$ cat src/rtl/uart_rx.sv
// -----------------------------------------------------------------------------
// uart_rx
//   UART receiver with 16x (parameterisable) oversampling. The asynchronous rx
//   line is double-flopped. A falling edge of the synchronised line arms the
//   receiver. The start bit is re-checked at its mid-point, which rejects
//   glitches shorter than half a bit. Data bits are sampled mid-bit, LSB first,
//   and then the stop bit is sampled. A good frame is loaded into a one-entry
//   holding register with a valid/ready handshake. A bad stop bit produces a
//   framing-error pulse. A good frame that arrives while the holding register
//   is still full is dropped and produces an overrun pulse.
//
// Ports
//   clk             system clock; all logic runs on its rising edge
//   reset_n         asynchronous active-low reset
//   baud_tick       one-cycle enable pulse at OVERSAMPLE x baud rate
//   rx              serial input; asynchronous to clk; idles high
//   rx_ready        consumer takes rx_data in a cycle where rx_valid=1
//   rx_data         received word; held stable while rx_valid=1
//   rx_valid        holding register contains an unconsumed word
//   frame_err_tick  one-cycle pulse: the stop bit was sampled low
//   overrun_tick    one-cycle pulse: a good frame was lost to a full holding reg
// -----------------------------------------------------------------------------
module uart_rx #(
  parameter int unsigned DATA_BITS  = 8,   // 5..8
  parameter int unsigned OVERSAMPLE = 16   // even, >= 4
) (
  input  logic                 clk,
  input  logic                 reset_n,
  input  logic                 baud_tick,
  input  logic                 rx,
  input  logic                 rx_ready,
  output logic [DATA_BITS-1:0] rx_data,
  output logic                 rx_valid,
  output logic                 frame_err_tick,
  output logic                 overrun_tick
);

  localparam int unsigned S_W = $clog2(OVERSAMPLE);
  localparam int unsigned N_W = (DATA_BITS > 1) ? $clog2(DATA_BITS) : 1;

  localparam logic [S_W-1:0] S_MID  = S_W'(OVERSAMPLE / 2 - 1);
  localparam logic [S_W-1:0] S_END  = S_W'(OVERSAMPLE - 1);
  localparam logic [N_W-1:0] N_LAST = N_W'(DATA_BITS - 1);

  typedef enum logic [1:0] {
    ST_IDLE,
    ST_START,
    ST_DATA,
    ST_STOP
  } state_e;

  state_e               state_q;
  logic [S_W-1:0]       s_q;        // baud ticks elapsed in the current bit
  logic [N_W-1:0]       n_q;        // index of the data bit being received
  logic [DATA_BITS-1:0] shift_q;
  logic [DATA_BITS-1:0] shift_d;
  logic                 rx_meta_q;
  logic                 rx_s_q;
  logic [DATA_BITS-1:0] rx_data_q;
  logic                 rx_valid_q;
  logic                 frame_err_q;
  logic                 overrun_q;

  // Data arrives LSB first. Shifting right from the top leaves the first bit
  // in bit 0 once all DATA_BITS have been shifted in.
  assign shift_d = {rx_s_q, shift_q[DATA_BITS-1:1]};

  // Two-flop synchroniser. The FSM only ever looks at rx_s_q.
  // NOTE: both flops reset to the idle-line level (1). A reset value of 0 would
  // look like a start edge as soon as reset is released.
  always_ff @(posedge clk or negedge reset_n) begin
    if (!reset_n) begin
      rx_meta_q <= 1'b1;
      rx_s_q    <= 1'b1;
    end else begin
      rx_meta_q <= rx;
      rx_s_q    <= rx_meta_q;
    end
  end

  // Receive FSM with registered outputs.
  // NOTE: every state element is assigned with <= only. All right-hand sides
  // therefore see the values from before the edge, independent of statement
  // order.
  always_ff @(posedge clk or negedge reset_n) begin
    if (!reset_n) begin
      state_q     <= ST_IDLE;
      s_q         <= '0;
      n_q         <= '0;
      shift_q     <= '0;
      rx_data_q   <= '0;
      rx_valid_q  <= 1'b0;
      frame_err_q <= 1'b0;
      overrun_q   <= 1'b0;
    end else begin
      frame_err_q <= 1'b0;
      overrun_q   <= 1'b0;

      // Consume. A completion later in this block overrides the clear.
      // NOTE: when several <= target the same register in one block, the last
      // one executed wins. A load in the stop-sample cycle therefore keeps
      // rx_valid high even if the old word is consumed in that same cycle.
      if (rx_valid_q && rx_ready) begin
        rx_valid_q <= 1'b0;
      end

      unique case (state_q)
        ST_IDLE: begin
          // Re-armed on entry, so a start edge that follows the stop mid-point
          // immediately is still caught.
          if (!rx_s_q) begin
            state_q <= ST_START;
            s_q     <= '0;
          end
        end

        ST_START: begin
          if (baud_tick) begin
            if (s_q == S_MID) begin
              s_q <= '0;
              if (!rx_s_q) begin
                state_q <= ST_DATA;
                n_q     <= '0;
              end else begin
                state_q <= ST_IDLE;  // line went high again: glitch, ignore
              end
            end else begin
              s_q <= s_q + S_W'(1);
            end
          end
        end

        ST_DATA: begin
          if (baud_tick) begin
            if (s_q == S_END) begin
              s_q     <= '0;
              shift_q <= shift_d;
              if (n_q == N_LAST) begin
                state_q <= ST_STOP;
              end else begin
                n_q <= n_q + N_W'(1);
              end
            end else begin
              s_q <= s_q + S_W'(1);
            end
          end
        end

        ST_STOP: begin
          if (baud_tick) begin
            if (s_q == S_END) begin
              s_q     <= '0;
              state_q <= ST_IDLE;
              if (!rx_s_q) begin
                frame_err_q <= 1'b1;
              end else if (!rx_valid_q || rx_ready) begin
                rx_data_q  <= shift_q;
                rx_valid_q <= 1'b1;
              end else begin
                overrun_q <= 1'b1;
              end
            end else begin
              s_q <= s_q + S_W'(1);
            end
          end
        end

        default: begin
          state_q <= ST_IDLE;
        end
      endcase
    end
  end

  assign rx_data        = rx_data_q;
  assign rx_valid       = rx_valid_q;
  assign frame_err_tick = frame_err_q;
  assign overrun_tick   = overrun_q;

endmodule
$ cat config.mk
export PLATFORM = sky130hd
export DESIGN_NAME = uart_rx
export DESIGN_NICKNAME = d
export VERILOG_FILES = /design/src/rtl/uart_rx.sv
export SDC_FILE = /design/constraint.sdc
export NUM_CORES = 1
export LEC_CHECK = 0
export ABC_AREA = 1
export BUFFER_PORTS_ARGS = -buffer_cell sky130_fd_sc_hd__buf_2
export CORE_ASPECT_RATIO = 1.2
export CORE_MARGIN = 5
export CORE_UTILIZATION = 30
export DETAILED_ROUTE_END_ITERATION = 6
export MAX_ROUTING_LAYER = met4
export PLACE_DENSITY_LB_ADDON = 0.12
export SETUP_SLACK_MARGIN = 0.2
export SLEW_MARGIN = 30
export SYNTH_ARGS = -nofsm -noshare
export SYNTH_HDL_FRONTEND = slang
export SYNTH_SLANG_ARGS = --single-unit
$ cat constraint.sdc
create_clock -name clk -period 1.34 [get_ports clk]
set_input_delay 0 -clock clk [delete_from_list [all_inputs] [get_ports clk]]
set_output_delay 0 -clock clk [all_outputs]
set_load 0.05 [all_outputs]
==> results of run 1 <==
==> cell type report <==
class	count	area, sq um	share of cell area, %
clock inverter	2	12.51	0.6196
multi-input combinational	105	769.5	38.10
timing repair buffer	33	245.2	12.14
clock buffer	6	82.58	4.089
sequential	30	757.0	37.48
inverter	20	80.08	3.965
tap	58	72.57	3.594
==> sequential cells by signal, indices dropped and copies added, names as in the netlist, 3 cells and up, named ones only <==
register / count
n_q: 3
rx_data: 8
shift_q: 8
s_q: 4
==> metrics by stage <==
stage	hold WS, ns	TNS (ns)
after floorplan	-0.2956	0
after global placement	0.06374	0
after detailed placement	0.08548	-0.2549
after CTS	0.09826	0
after global routing	0.09301	-0.6327
final	0.06733	-0.01672
==> placed cells by master, fill, tap and decap left out <==
master	instances
buf_6	8
o22ai_1	1
o21ai_2	8
nor2_1	4
inv_2	3
mux2i_1	1
nand2_2	14
nand3_4	5
dlygate4sd3_1	2
ha_2	1
nor4_1	1
dfrtp_2	3
dfstp_2	2
o21ai_1	7
clkbuf_8	6
nand4_4	1
nand2_1	33
a22o_1	1
nand2_4	3
xor2_1	1
inv_4	2
inv_1	15
dfrtp_1	25
nand4_1	1
buf_4	8
ha_4	2
o22ai_2	1
a21oi_2	3
nor2_4	9
nand3_1	4
buf_2	15
clkinvlp_4	1
clkinv_2	1
nor2_2	3
a21oi_1	1
==> logic make-up after synthesis <==
kind of cell / count (synthesis)
simple gates: 77
flops: 30
compound gates: 22
buf+inv: 22
fa+ha+maj: 3
xor+xnor: 1
mux: 1
==> routing by layer <==
metal | part of all wire, % | vias up
li1 | - | 575
met1 | 44 | 539
met2 | 49 | 19
met3 | 4.4 | 7
met4 | 2.9 | 0
met5 | 0 | -
==> timing repair <==
action	in CTS	in global routing
buffers inserted	10	3
hold endpoints to repair	29	0
gates resized for setup	30	21
hold buffers	2	0
gates cloned	1	0
pin swaps	12	13
endpoints found under the setup margin	28	28
==> power groups by stage <==
stage               clock, uW  combinational (uW)  sequential, uW
detailed placement          0                 704            1140
global route              835                1310            1160
finish                    768                1190            1140
CTS                       785                 936            1130
global placement            0                 687            1130
floorplan                   0                 535            1120
==> worst register-to-register path: stages, from the launching register on <==
cell and delay, ns:
dfrtp_1 0.39, ha_2 0.20, ha_4 0.15, inv_2 0.06, nand3_4 0.08, nand2_2 0.08
nand4_1 0.13, nand2_1 0.09, nand2_1 0.06
==> worst min path at each step <==
| stage | startpoint | to | slack (ns) | depth (start not counted) |
|---|---|---|---|---|
| detailed placement | reset_n | s_q[3] | 0.09 | 1 |
| finish | rx_ready | overrun_tick | 0.07 | 4 |
| CTS | rx_ready | rx_valid | 0.1 | 4 |
| global route | rx_ready | overrun_tick | 0.09 | 4 |
| global placement | reset_n | s_q[3] | 0.06 | 1 |
| floorplan | reset_n | asynchronous set/reset pin | -0.30 | 0 |
==> flow_summary.yaml, run 1 <==
setup_path:
  rr_worst_depth: 8
  r2r_slack_ns: -0.01
  rr_endpoint: "n_q[0]"
  cp_cell_sequence: "ha_2, ha_4, inv_2, nand3_4, nand2_2, nand4_1, nand2_1, nand2_1"
  cp-startpoint: "n_q[1]"
  crit_path_top_delay_cell: "dfrtp_1"
  crit_top_cell: "nand2_1"
  worst-path-stages: 8
  crit_fanout: 3
  slowest_delay_ns: 0.39
  setup.worst_path.end: "n_q[0]"
  crit_type: "flop to flop"
  reg2reg_from: "n_q[1]"
  critPathLaunchType: "flop"
  crit_buf_inv: 1
  required_ns: 1.52
  arrival_ns: 1.53
  cp_top_family: "simple AND/OR/NAND/NOR gates"
  end_kind: "flop"
synth:
  syn_avg_cell_area_sq_um: 9.119
  synth_common_cells: "nand2_1 (44), dfrtp_1 (28), inv_1 (16), nor2_1 (11), o21ai_1 (10)"
  synth_compound_area_share_pct: 9.763
  synth_top_family_by_area: "simple AND/OR/NAND/NOR gates"
  synth_fa_ha_area_share_pct: 2.639
  netlist.area_leader.share_pct: 49.25
  ys_seq_area_share_pct: 52.95
  syn-num-nets: 164
  synth_edf_count: 0
  synth.largest_area_cell: "dfrtp_1"
  synth-seq-cells: 30
  synth.area.mux_share_pct: 0.7036
  async_reset_ff_share_pct: 100.0
  ys_types: 25
  syn_area_sq_um: 1423
  yosys.area_share.simple_pct: 26.47
  synthCells: 156
  synthMostInstantiatedCell: "nand2_1"
  synth_warnings: 0
  synth_xor_area_share_pct: 0.6157
  synthFlopType: "dfrtp_1"
  yosys-top-cells-area: "dfrtp_1 (49%), nand2_1 (12%), inv_1 (4.2%), dfstp_2 (3.7%), o21ai_1 (3.5%)"
clock_tree:
  h-tree-depth: 2
  numCtsBuffers: 5
  clock-sinks: 30
  clkTransAtPathRegs_ns: 0.07
  root_buffer: "clkbuf_8"
  clockBufferDepth: 2
  cts_tree: "done"
  clk_latency_ns: 0.29
outcome:
  status: "complete, but fails checks"
  violations: "setup timing"
pwr:
  power_density_nw_per_um2: 1535
  fin_total_pwr_uw: 3100
  net-switching-power_uw: 1144
  p_seq_share_pct: 36.9
  p_int_uw: 1956
  pwr-share-clk_pct: 24.8
  power_leakage_uw: 0.0009903
  sw_frac_of_total_pct: 36.90
  vdd_drop_max_mv: 0.5505
  comb_power_share_pct: 38.3
drt:
  ant_nets: 0
  vias: 1140
  drt-wirelength-per-cell_microns: 12.51
  firstDrtPassIters: 4
  via_per_inst: 4.488
  drc: 0
  drt_iter0_drc: 58
  wirelength_mm: 3.177
floorplanning:
  die_h_microns: 85.44
  die_w_microns: 72.86
  start_util_pct: 30.96
  rows: 27
  dieArea_sq_um: 6225
  fp.coreArea_sq_um: 4594
  ios: 16
placed_design:
  place_ws_ns: -0.04765
  dpl_cell_area_sq_um: 1609
  gp_congestion: 0.7796
  hpwl_mm: 2.113
  portBuffers: 15
  dp_cells: 230
finish:
  fill_cells: 478
  area_growth_pct: 41.95
  design_area_sq_um: 2019
  nNetsFinal: 203
  drive_above_1_share_pct: 50.51
  antennaDiodeCount: 0
  fin_cells: 254
  utilization_pct: 43.95
timing:
  finalHoldViolCount: 0
  period_share_pct: 100.8
  slew_headroom_pct: 52.76
  post-route-min-period_ns: 1.351
  max_freq_ghz: 0.7402
  finClkSkew_ns: 0.008457
  finalMaxSlewViolations: 0
  rsz0062_at_grt: "true"
  worstMarginPinSlew_ns: 0.7086
  setup_viol_count_final: 2
  layout_setup_ws_ns: -0.01104
worst_hold_path:
  hp-class: "input port to flop"
grt:
  track_usage_pct: 11.66
  antenna_found_initial: 0
  grt_max_degree: 31
  grt_pass1_wl_mm: 5.340
  use_met1_pct: 13.62
  grt_use_met3_pct: 2.962
  met2_usage_pct: 17.49
  grt_overflow_total: 0
  grt_pass1_vias: 1165
  busiest_layer: "met2"
flow_run:
  drv_cap: 0
Power figures use the tool's default switching activity.
==> inputs of run 2 (changes only) <==
Settings changed: ABC_AREA 1 to default, CORE_MARGIN 5 to 3.
Clock period 1.34 ns to 1.1 ns, I/O delays scaled along.
==> run 2 against run 1 <==
Net effect:
- the flow still finishes with violations (setup timing)
- synthesized cell count shrank 37%
- die area shrank 17%
- via count decreased by 19%
- clock power is 10% higher
- non-clock buffer count up 16
- sequential share of layout area is 0.54 points higher
- sequential cell count unchanged
- critical path depth is 3 lower
- wire length shrank 17%
- critical endpoint is now rx_data[1]
- largest power group is now registers
==> flow_summary.yaml, run 2 <==
clock_tree:
  clockBufferDepth: 2
  clk_latency_ns: 0.28
  numCtsBuffers: 5
  clock-sinks: 30
  cts_tree: "done"
  clkTransAtPathRegs_ns: 0.06
  root_buffer: "clkbuf_8"
  h-tree-depth: 2
setup_path:
  reg2reg_from: "s_q[1]"
  critPathLaunchType: "flop"
  crit_fanout: 8
  crit_type: "flop to flop"
  rr_worst_depth: 5
  end_kind: "flop"
  required_ns: 1.26
  rr_endpoint: "rx_data[1]"
  r2r_slack_ns: -0.45
  arrival_ns: 1.71
finish:
  nNetsFinal: 160
  drive_above_1_share_pct: 66.01
  utilization_pct: 48.95
  layout.cells.most_common: "buf_4"
  layout_common_cells: "buf_4 (30), dfrtp_1 (25), mux2_4 (11)"
  fill_cells: 370
  antennaDiodeCount: 0
  design_area_sq_um: 1991
  area_growth_pct: 52.69
timing:
  setup_viol_count_final: 26
  layout_setup_ws_ns: -0.4494
  finalMaxSlewViolations: 0
  max_freq_ghz: 0.6454
  rsz0062_at_grt: "true"
  finalHoldViolCount: 0
  slew_headroom_pct: 83.97
  finClkSkew_ns: 0.003188
  post-route-min-period_ns: 1.549
  finalSetupTns_ns: -9.149
  period_share_pct: 140.9
  worstMarginPinSlew_ns: 0.2338
placed_design:
  gp_congestion: 0.6981
  dpl_cell_area_sq_um: 1682
  hpwl_mm: 1.786
  portBuffers: 15
synth:
  ys_types: 28
  netlist.area_leader.share_pct: 53.74
  synth_edf_count: 0
  synth.largest_area_cell: "dfrtp_1"
  synthFlopType: "dfrtp_1"
  syn_area_sq_um: 1304
  synth_warnings: 0
  syn-num-nets: 107
  synthCells: 99
  syn_avg_cell_area_sq_um: 13.17
  ys_seq_area_share_pct: 57.77
  yosys-top-cells-area: "dfrtp_1 (54%), mux2_2 (16%), dfstp_2 (4.0%), ha_1 (2.9%), nand2_1 (2.0%)"
  synthMostInstantiatedCell: "dfrtp_1"
  synth_common_cells: "dfrtp_1 (28), mux2_2 (18), nand2_1 (7), nor2_1 (5), o21ai_0 (4)"
  async_reset_ff_share_pct: 100.0
  synth-seq-cells: 30
drt:
  via_per_inst: 4.454
  drt-wirelength-per-cell_microns: 12.80
  firstDrtPassIters: 2
  drt_iter0_drc: 21
  drc: 0
  wirelength_mm: 2.650
  vias: 922
  ant_nets: 0
pwr:
  p_seq_share_pct: 45.9
  net-switching-power_uw: 883.9
  power_density_nw_per_um2: 1550
  p_int_uw: 2202
  power_leakage_uw: 0.0009458
  fin_total_pwr_uw: 3086
  comb_power_share_pct: 26.7
  sw_frac_of_total_pct: 28.64
  pwr-share-clk_pct: 27.4
  vdd_drop_max_mv: 0.7241
outcome:
  violations: "setup timing"
  status: "complete, but fails checks"
worst_hold_path:
  hold_start: "rx_ready"
  holdPathStages: 3
  hp-class: "input port to flop"
  whs_endpoint: "overrun_tick"
floorplanning:
  start_util_pct: 32.06
  die_h_microns: 78.22
  ios: 16
  die_w_microns: 66.18
  dieArea_sq_um: 5176
  fp.coreArea_sq_um: 4066
  rows: 25
grt:
  grt_overflow_total: 0
  grt_max_degree: 31
  grt_pass1_wl_mm: 4.588
  track_usage_pct: 12.07
  grt_pass1_vias: 990
  antenna_found_initial: 0
flow_run:
  drv_cap: 0
==> run 2: cell count changes after synthesis, sizes merged, moves of 2 or more <==
cell	before	now
inv	20	3
nor2	16	5
o21ai	15	4
mux2	0	18
o22ai	2	0
nor3	0	2
clkbuf	0	2
a22o	1	3
a31oi	0	2
nand2	50	8
nand3	8	2
and4	0	2
==> run 2: area by class of cell <==
type	instances	area, sq um	share of cell area (%)
tap	54	67.56	3.394
sequential	30	757.0	38.03
timing repair buffer	49	394.1	19.80
clock inverter	2	10.01	0.5028
inverter	3	13.76	0.6914
clock buffer	6	72.57	3.646
multi-input combinational	63	675.6	33.94
==> run 2: routing by layer <==
layer	wire length, microns	part of all wire [%]	vias to the layer above	track usage (%)
met5	0	0	-	-
met4	15	0.57	0	4.878
met3	106	4.0	2	4.292
met2	1289	49	16	18.67
met1	1238	47	440	14.19
li1	-	-	464	-
==> run 2: kinds of logic (layout without fill, tap and decap cells) <==
family / count (synthesis) / in the layout / share of synthesized area (%)
adders and majority gates: 3 / 3 / 2.879
AOI/OAI and AO/OA: 14 / 14 / 7.006
xor gates and xnor gates: 1 / 1 / 0.6719
and+or+nand+nor: 25 / 25 / 12.77
DFF: 30 / 30 / 57.77
buffers and inverters: 6 / 60 / 1.823
muxes: 20 / 20 / 17.08
==> run 2: how the worst max path moves through the flow <==
stage               slack [ns]  depth (start not counted)    endpoint   start
floorplan                -0.45                          4  shift_q[0]  s_q[1]
global placement         -0.48                          5  rx_data[5]  s_q[1]
detailed placement       -0.51                          5  rx_data[6]  s_q[1]
CTS                      -0.45                          5  rx_data[2]  s_q[0]
global route             -0.51                          6      n_q[0]  n_q[0]
finish                   -0.45                          5  rx_data[1]  s_q[1]
==> run 2: critical path, stage by stage, from the launching register on <==
cell and delay, ns:
dfrtp_1 0.40, ha_4 0.18, and4_4 0.24, and4_4 0.24, nand2_8 0.08, mux2_4 0.30
==> run 2: power by group through the flow <==
| stage | clock network, uW | registers (uW) | logic [uW] |
|---|---|---|---|
| after floorplan | 0 | 1410 | 320 |
| after global placement | 0 | 1400 | 610 |
| after detailed placement | 0 | 1410 | 653 |
| after CTS | 877 | 1420 | 760 |
| after global routing | 935 | 1430 | 913 |
| final | 846 | 1420 | 824 |
==> run 2: through the flow <==
| step | hold WS (ns) | setup slack [ns] | instances |
|---|---|---|---|
| 3_5_place_dp | -0.03611 | -0.5079 | 190 |
| 2_1_floorplan | -0.2956 | -0.4470 | 99 |
| 4_1_cts | 0.05703 | -0.4483 | 203 |
| 3_3_place_gp | -0.03430 | -0.4750 | 190 |
| 5_1_grt | 0.08228 | -0.5106 | 207 |
| 6_report | 0.07095 | -0.4494 | 207 |
==> run 2: timing repair <==
| action | CTS | global route |
|---|---|---|
| hold buffers | 2 | 0 |
| pin swaps | 6 | 7 |
| setup endpoints to repair | 31 | 33 |
| gates resized for setup | 33 | 16 |
| cloned | 0 | 0 |
| hold endpoints to repair | 31 | 0 |
| setup buffers | 3 | 4 |
==> inputs of run 3 (changes only) <==
Settings changed: ABC_CLOCK_PERIOD_IN_PS from default to 1400.
Clock period 1.1 ns to 1.4 ns, I/O delays scaled along.
==> run 3 against run 2 <==
Net effect:
- the run still ends with setup timing left
- first-iteration DRC count rose by 57%
- sequential cell count stayed put
- clock skew is 0.0060 ns higher
- non-clock buffer count down 15
- final cell count down 7.2%
- critical path depth unchanged
- setup slack improved by 0.31 ns
- combinational power down 41%
- total power fell by 25%
- hold slack worse by 0.0012 ns
- maximum frequency up 0.83%
- critical path type unchanged
- critical endpoint unchanged
- highest routed layer unchanged
==> flow_summary.yaml, run 3 (synthesis results as in run 2) <==
pwr:
  sw_frac_of_total_pct: 28.31
  comb_power_share_pct: 20.7
  power_density_nw_per_um2: 1294
  vdd_drop_max_mv: 0.5306
  power_leakage_uw: 0.0008586
  p_seq_share_pct: 47.6
  net-switching-power_uw: 659.3
  p_int_uw: 1670
  pwr-share-clk_pct: 31.7
floorplanning:
  die_w_microns: 66.18
  rows: 25
  dieArea_sq_um: 5176
  fp.coreArea_sq_um: 4066
  start_util_pct: 32.06
  die_h_microns: 78.22
  ios: 16
timing:
  post-route-min-period_ns: 1.537
  finalMaxSlewViolations: 0
  worstMarginPinSlew_ns: 0.6717
  rsz0062_at_grt: "true"
  max_freq_ghz: 0.6508
  period_share_pct: 109.8
  layout_setup_ws_ns: -0.1366
  setup_viol_count_final: 22
  finClkSkew_ns: 0.009145
  finalSetupTns_ns: -2.054
  slew_headroom_pct: 55.22
  finalHoldViolCount: 0
finish:
  layout_common_cells: "dfrtp_1 (26), buf_2 (15), buf_4 (15)"
  layout.cells.most_common: "dfrtp_1"
  drive_above_1_share_pct: 57.25
  nNetsFinal: 145
  area_growth_pct: 38.00
  antennaDiodeCount: 0
  design_area_sq_um: 1799
worst_hold_path:
  hp-class: "input port to flop"
setup_path:
  required_ns: 1.58
  crit_fanout: 8
  critPathLaunchType: "flop"
  arrival_ns: 1.71
  end_kind: "flop"
  crit_type: "flop to flop"
clock_tree:
  clkTransAtPathRegs_ns: 0.07
  root_buffer: "clkbuf_8"
  h-tree-depth: 2
  clockBufferDepth: 2
  numCtsBuffers: 5
  clock-sinks: 30
  clk_latency_ns: 0.29
  cts_tree: "done"
flow_run:
  drv_cap: 0
drt:
  ant_nets: 0
  wirelength_mm: 2.616
  vias: 902
  via_per_inst: 4.698
  drc: 0
  firstDrtPassIters: 4
  drt_iter0_drc: 33
  drt-wirelength-per-cell_microns: 13.63
placed_design:
  gp_congestion: 0.7603
  hpwl_mm: 1.769
  place_ws_ns: -0.1967
  dpl_cell_area_sq_um: 1609
  portBuffers: 15
grt:
  grt_overflow_total: 0
  track_usage_pct: 12.28
  grt_pass1_wl_mm: 4.581
  grt_max_degree: 31
  grt_pass1_vias: 913
  antenna_found_initial: 0
outcome:
  status: "complete, but fails checks"
  violations: "setup timing"
==> run 3: per-layer routing <==
layer / GRT usage, % / wire length, microns / part of all wire [%] / vias to the layer above
li1: - / - / - / 433
met1: 15.99 / 1247 / 48 / 443
met2: 16.48 / 1180 / 45 / 20
met3: 4.721 / 129 / 4.9 / 6
met4: 6.098 / 57 / 2.2 / 0
met5: - / 0 / 0 / -
==> run 3: path summary, 6_finish.rpt <==
path | end | slack, ns | cells after the start | from
max in group asynchronous | asynchronous set/reset pin | 0.64 | 2 | reset_n
max | rx_data[1] | -0.14 | 5 | s_q[1]
min in group asynchronous | rx_data[2] | 0.28 | 2 | reset_n
min reg2reg | rx_s_q | 0.36 | 0 | rx_meta_q
min | overrun_tick | 0.07 | 3 | rx_ready
max reg2reg | rx_data[1] | -0.14 | 5 | s_q[1]
==> run 3: metrics by stage <==
step	util (%)	hold WS, ns	power, uW	cells
2_1_floorplan	-	-0.2956	1356	99
3_3_place_gp	39.57	0.06755	1541	181
3_5_place_dp	39.57	0.08615	1557	181
4_1_cts	44.12	0.05400	2364	192
5_1_grt	44.25	0.06301	2490	192
6_report	44.25	0.06977	2329	192
==> run 3: power groups by stage <==
stage               clock network, uW  registers, uW  logic, uW
global placement                    0           1110        426
global route                      820           1120        547
CTS                               768           1110        488
floorplan                           0           1110        248
finish                            739           1110        483
detailed placement                  0           1120        441
==> run 3: final cells by class <==
type	instances	area, sq um
Inverter	3	11.26
Multi-Input combinational cell	63	630.6
Clock inverter	2	12.51
Tap cell	54	67.56
Fill cell	389	2267
Timing Repair Buffer	34	239.0
Sequential cell	30	755.7
Clock buffer	6	82.58
==> run 3: repair_timing <==
| item | 4_1_cts | 5_1_grt |
|---|---|---|
| resized for setup | 18 | 2 |
| setup buffers | 1 | 0 |
| pin swaps | 5 | 2 |
| endpoints found under the hold margin | 29 | 0 |
| setup endpoints to repair | 27 | 27 |
| hold buffers | 2 | 0 |
==> run 3: worst max-delay path, cell delays in order, from the launching register on <==
cell,delay [ns]
dfrtp_1,0.39
ha_4,0.17
and4_4,0.24
and4_4,0.24
nand2_8,0.08
mux2_4,0.30
